## src/rtl/demultiplexer_router.sv

```systemverilog
// 1-to-4 registered demultiplexer: one valid/ready input stream steered by {s1,s0} to four
// one-entry output slots. Optional per-channel drain counters are enabled by DEMUX_COUNT_EN.
module demultiplexer_router #(
   parameter int unsigned WIDTH = 32,
   parameter int unsigned CNT_W = 8
) (
   input  logic               clk,
   input  logic               rst,
   input  logic               in_valid,
   output logic               in_ready,
   input  logic               s1,
   input  logic               s0,
   input  logic [WIDTH-1:0]   in_data,
   output logic [3:0]         out_valid,
   input  logic [3:0]         out_ready,
   output logic [WIDTH-1:0]   a,
   output logic [WIDTH-1:0]   b,
   output logic [WIDTH-1:0]   c,
   output logic [WIDTH-1:0]   d,
   output logic [4*CNT_W-1:0] cnt
);

   localparam int unsigned N_CH = 4;

   logic [1:0]       sel;
   logic             accept;
   logic [N_CH-1:0]  load;
   logic [N_CH-1:0]  drain;
   logic [N_CH-1:0]  valid_d, valid_q;
   logic [WIDTH-1:0] data_d [N_CH];
   logic [WIDTH-1:0] data_q [N_CH];

   // A slot takes a new word when empty or when it drains in the same cycle (no bubble).
   always_comb begin
      sel      = {s1, s0};
      in_ready = ~valid_q[sel] | out_ready[sel];
      accept   = in_valid & in_ready;
      load     = '0;
      drain    = '0;
      valid_d  = valid_q;
      for (int i = 0; i < N_CH; i++) begin
         data_d[i]  = data_q[i];
         load[i]    = accept & (sel == 2'(i));
         drain[i]   = valid_q[i] & out_ready[i];
         valid_d[i] = load[i] | (valid_q[i] & ~drain[i]);
         if (load[i]) begin
            data_d[i] = in_data;
         end
      end
   end

   always_ff @(posedge clk or posedge rst) begin
      if (rst) begin
         valid_q <= '0;
         for (int i = 0; i < N_CH; i++) begin
            data_q[i] <= '0;
         end
      end else begin
         valid_q <= valid_d;
         for (int i = 0; i < N_CH; i++) begin
            data_q[i] <= data_d[i];
         end
      end
   end

   assign out_valid = valid_q;
   assign a         = data_q[0];
   assign b         = data_q[1];
   assign c         = data_q[2];
   assign d         = data_q[3];

`ifdef DEMUX_COUNT_EN
   logic [CNT_W-1:0] cnt_d [N_CH];
   logic [CNT_W-1:0] cnt_q [N_CH];

   // Free-running drain counters; wrap silently.
   always_comb begin
      for (int i = 0; i < N_CH; i++) begin
         cnt_d[i] = drain[i] ? cnt_q[i] + CNT_W'(1) : cnt_q[i];
      end
   end

   always_ff @(posedge clk or posedge rst) begin
      if (rst) begin
         for (int i = 0; i < N_CH; i++) begin
            cnt_q[i] <= '0;
         end
      end else begin
         for (int i = 0; i < N_CH; i++) begin
            cnt_q[i] <= cnt_d[i];
         end
      end
   end

   assign cnt = {cnt_q[3], cnt_q[2], cnt_q[1], cnt_q[0]};
`else
   assign cnt = '0;
`endif

endmodule

```

## config.mk

```make
export PLATFORM = sky130hd
export DESIGN_NAME = demultiplexer_router
export DESIGN_NICKNAME = d
export VERILOG_FILES = /design/src/rtl/demultiplexer_router.sv
export SDC_FILE = /design/constraint.sdc
export NUM_CORES = 1
export LEC_CHECK = 0
export ABC_AREA = 1
export CORE_MARGIN = 5
export CORE_UTILIZATION = 35
export CTS_CLUSTER_SIZE = 25
export DETAILED_ROUTE_END_ITERATION = 7
export GPL_TIMING_DRIVEN = 0
export PLACE_DENSITY = 0.76
export SLEW_MARGIN = 15
export SYNTH_ARGS = -nofsm -noshare
export SYNTH_HDL_FRONTEND = slang
export SYNTH_SLANG_ARGS = --single-unit
```

## constraint.sdc

```tcl
create_clock -name clk -period 5.5 [get_ports clk]
set_input_delay 1.1 -clock clk [delete_from_list [all_inputs] [get_ports clk]]
set_output_delay 1.1 -clock clk [all_outputs]
set_load 0.05 [all_outputs]
```

Yosys cells after proc, flatten, opt, wreduce, memory -nomap -nowiden
Index checks and enable logic that the tools add are counted.
{ "op_classes": {"n_lt_le_gt_ge": 1, "n_eq_ne": 3, "mux": 4, "bitwise_logic": 23, "reduce_logical": 1} }
{ "ops": {"columns": ["cell", "n"], "rows": [
  ["$and 1x1->1", 13],
  ["$not 1->1", 5],
  ["$or 1x1->1", 5],
  ["$bmux 1 s2", 2],
  ["$eq 2x2->1 const B", 2],
  ["$lt 2x3->1 const B", 1],
  ["$eq 2x1->1 const B", 1],
  ["$logic_not 2->1", 1],
  ["$mux 1", 2]
]} }
{ "word_totals": {"register_bits": 132, "in_bits": 41, "out_inout_bits": 165} }

Logic depth before layout (Yosys ltp)
{ "depth": {"ltp_word": 7, "mapped_depth": 11, "mapped_depth_nobuf": 9} }

Least setup slack after synthesis
OpenSTA, ideal clock, no wires.
{ "synth_path": {"path_type": "in2out", "start": "in s1", "end": "out in_ready", "arrival_ns": 1.995, "required_ns": 4.400, "setup_slack_ns": 2.405, "stages": 7, "n_path_buf": 2, "cell_sequence": "buf_2 -> nor2_4 -> nand2_1 -> nand2_1 -> nor2_4 -> nand2_8 -> buf_2"} }
{ "synth_between": {"elab_chain_cells": 4, "elab_cells_between_ends": 6} }
{ "synth_rtl": {"columns": ["item", "line_no", "source"], "rows": [
  ["start, declared", "11", "input logic s1,"],
  ["$bmux 1 s2", "36", "in_ready = ~valid_q[sel] | out_ready[sel];"],
  ["$mux 1 (not written as such)", "36", null],
  ["$not 1->1", "36", null],
  ["$or 1x1->1 *", "36", null],
  ["end, declared", "10", "output logic in_ready,"]
]} }
Mark *: on every way between the ends. The rest lies on a longest branch, timed or not. The select of a mux whose other input is x is not followed.

Final worst setup path
{ "layout_path": {"start": "in out_ready[2]", "end": "out in_ready"} }
{ "layout_between": {"elab_chain_cells": 3} }
{ "layout_rtl": {"columns": ["item", "line_no", "source"], "rows": [
  ["start, declared", "15", "input logic [3:0] out_ready,"],
  ["$bmux 1 s2", "36", null],
  ["$mux 1 (not written as such)", "36", null],
  ["$or 1x1->1", "36", null]
]} }
Every way passes these cells. The select of a mux whose other input is x is not followed.

==> impl_metrics.env <==
export IMPL_ys_seq_elements=132
export IMPL_numCtsBuffers=17
export IMPL_power_internal_mw=2.37
export IMPL_synth_avg_cell_area_um2=9.12
export IMPL_critPathTopFamily="buffers and inverters"
export IMPL_status="finished clean"
export IMPL_rrSetupSlack_ns=3.99
export IMPL_stdcell_count=1094
export IMPL_cap_viol_max_count=0
export IMPL_layout_nets=903
export IMPL_finClkSkew_ns=0.00625
export IMPL_p_switching_mw=1.60
export IMPL_pwr_share_clk=0.292
export IMPL_wl_per_cell_um=18.2
export IMPL_clk_insertion_delay_late_ns=0.42
export IMPL_setup_tns_ns=0
export IMPL_synthCells=641
export IMPL_maxSlewHeadroom=0.556
export IMPL_drt_first_pass_iters=4
export IMPL_layout_cells_most_common_list="269 x nand2_1, 170 x clkdlybuf4s50_1, 132 x dfrtp_1"
export IMPL_critPathCaptureType="output pin"
export IMPL_synth_cell_type_count=17
export IMPL_rsz0062_at_grt="false"
export IMPL_arrival_ns=3.00
export IMPL_ant_nets=0
export IMPL_power_leakage_nw=4.21
export IMPL_p_sw_frac=0.403
export IMPL_core_area_um2=16500
export IMPL_dieWidth_um=139
export IMPL_viasPerCell=4.91
export IMPL_hold_viol_final=0
export IMPL_h_tree_depth=4
export IMPL_hold_buffers=0
export IMPL_reg2regPathDepth=9
export IMPL_gp_congestion=0.839
export IMPL_layout_commonest_cell="nand2_1"
export IMPL_r2r_end="a[5]"
export IMPL_drive_gt1_frac=0.122
export IMPL_grt_overflow=0
export IMPL_first_iter_violations=410
export IMPL_postCtsSetupBuffers=0
export IMPL_wl_um=19900
export IMPL_period_share=0.746
export IMPL_root_buffer="clkbuf_16"
export IMPL_drc=0
export IMPL_grt_use_total=0.203
export IMPL_grt_max_degree=73
export IMPL_antenna_found_initial=0
export IMPL_rows=47
export IMPL_worst_path_most_repeated_cell="clkdlybuf4s50_1"
export IMPL_crit_slowest_cell="clkdlybuf4s50_1"
export IMPL_vias=5377
export IMPL_post_dp_hpwl_um=14400
export IMPL_place_inst=1063
export IMPL_clkSlewWorstSetupHoldPaths_ns=0.06
export IMPL_r2r_start="out_valid[3]"
export IMPL_yosys_warnings=0
export IMPL_fillers=1527
export IMPL_cp_cell_sequence="clkdlybuf4s50_1 > nand3_1 > nand2_1 > nor2_4 > nand2_8 > buf_2 > clkdlybuf4s50_1"
export IMPL_setup_viol=0
export IMPL_diodes=0
export IMPL_worst_pin_slew_ns=0.666
export IMPL_die_h_um=139
export IMPL_crit_required_ns=4.40
export IMPL_area_growth_synth_to_final_pct=46.7
export IMPL_port_buffer_count=170
export IMPL_cts_resized=0
export IMPL_drv_slew=0
export IMPL_hp_class="flop to flop"
export IMPL_cp_endpoint="in_ready"
export IMPL_power_density_nw_per_um2=464
export IMPL_vdd_drop_max_mv=0.216
export IMPL_cts_tree="yes"
export IMPL_share_seq_of_total_power=0.321
export IMPL_max_freq_mhz=244
export IMPL_netlist_area_um2=5850
export IMPL_worstSetupPathType="primary input to output pin"
export IMPL_worst_path_stages=7
export IMPL_combPwrFrac=0.387
export IMPL_start_util=0.355
export IMPL_cpPeakStageDelay_ns=0.84
export IMPL_cts_path_max_buffers=2
export IMPL_clock_sinks=132
export IMPL_io_pins=206
export IMPL_crit_path_start="out_ready[2]"
export IMPL_path_max_fanout=10
export IMPL_dieArea_um2=19400
export IMPL_grt_first_pass_wirelength_um=30700
export IMPL_crit_buf_inv=3
export IMPL_synth_seq_area_share=0.565
export IMPL_grt_pass1_vias=5393
export IMPL_critPathLaunchType="primary input"
export IMPL_fin_crit_ns=4.10
-- cells in the mapped netlist, drive strengths merged --
| master | number | area, um^2 |
|---|---|---|
| conb | 1 | 3.75 |
| nor2 | 4 | 30.0 |
| nand4 | 128 | 801 |
| dfrtp | 132 | 3300 |
| nand3 | 7 | 55.1 |
| nand2 | 270 | 1030 |
| buf | 74 | 527 |
| clkbuf | 13 | 48.8 |
| inv | 8 | 30.0 |
| o21ai | 4 | 20.0 |
-- metal layers --
metal  GRT usage  vias up  share of wire
li1            -     2545              -
met1       0.260     2612           0.43
met2       0.325      183           0.48
met3      0.0552       37          0.059
met4      0.0896        0          0.027
met5           0        -              0
-- power by group through the flow --
stage | clock (mW) | combinational (mW) | sequential, mW
2_1_floorplan | 0 | 0.312 | 1.96
3_3_place_gp | 0 | 1.53 | 1.28
3_5_place_dp | 0 | 1.55 | 1.29
4_1_cts | 1.18 | 1.55 | 1.28
5_1_grt | 1.22 | 1.61 | 1.30
6_report | 1.16 | 1.54 | 1.28
-- registers in the layout, indices dropped and copies added (netlist names) --
register   count
d             32
a             32
out_valid      4
c             32
b             32
-- layout make-up --
| class | instances | area, um^2 | share of cell area |
|---|---|---|---|
| plain buffers | 87 | 576 | 0.0671 |
| clock buffers | 23 | 478 | 0.0557 |
| clock inverters | 8 | 125 | 0.0146 |
| inverters | 8 | 35.0 | 0.00408 |
| multi-input cells | 445 | 2060 | 0.240 |
| flip-flops and latches | 132 | 3300 | 0.385 |
| well taps | 220 | 275 | 0.0321 |
| repair buffers | 171 | 1730 | 0.202 |
-- kinds of logic (layout without fill, tap and decap cells) --
family	count (synthesis)	count (layout)	synth area share
AOI/OAI and AO/OA	4	4	0.00342
buffers and inverters	95	297	0.104
DFF	132	132	0.565
other	1	32	0.000641
and+or+nand+nor	409	409	0.328
-- tightest hold or removal path: stages (launching register included) --
cell     delay [ns]
dfrtp_1        0.34
nand2_1        0.05
nand2_1        0.05
-- per-stage QoR --
| step | instance area (um^2) | hold WS (ns) | worst slack, ns | utilization | total power, mW |
|---|---|---|---|---|---|
| after floorplan | 5960 | 0.751 | 0.874 | - | 2.27 |
| after global placement | 7940 | 0.453 | -1.03 | 0.482 | 2.81 |
| after detailed placement | 7970 | 0.457 | 1.40 | 0.484 | 2.84 |
| after CTS | 8580 | 0.472 | 1.39 | 0.521 | 4.01 |
| after global routing | 8580 | 0.485 | 1.32 | 0.521 | 4.13 |
| final | 8580 | 0.468 | 1.40 | 0.521 | 3.98 |
-- worst min path at each step --
stage                     slack, ns  cells after the start     to  startpoint
after floorplan                0.75                      2   a[0]        a[0]
after global placement         0.45                      2  a[16]       a[16]
after detailed placement       0.46                      2   b[4]        b[4]
after CTS                      0.47                      2  d[14]       d[14]
after global routing           0.49                      2   b[0]        b[0]
final                          0.47                      2   b[4]        b[4]
Note: power is estimated with default switching activity, not from simulation.
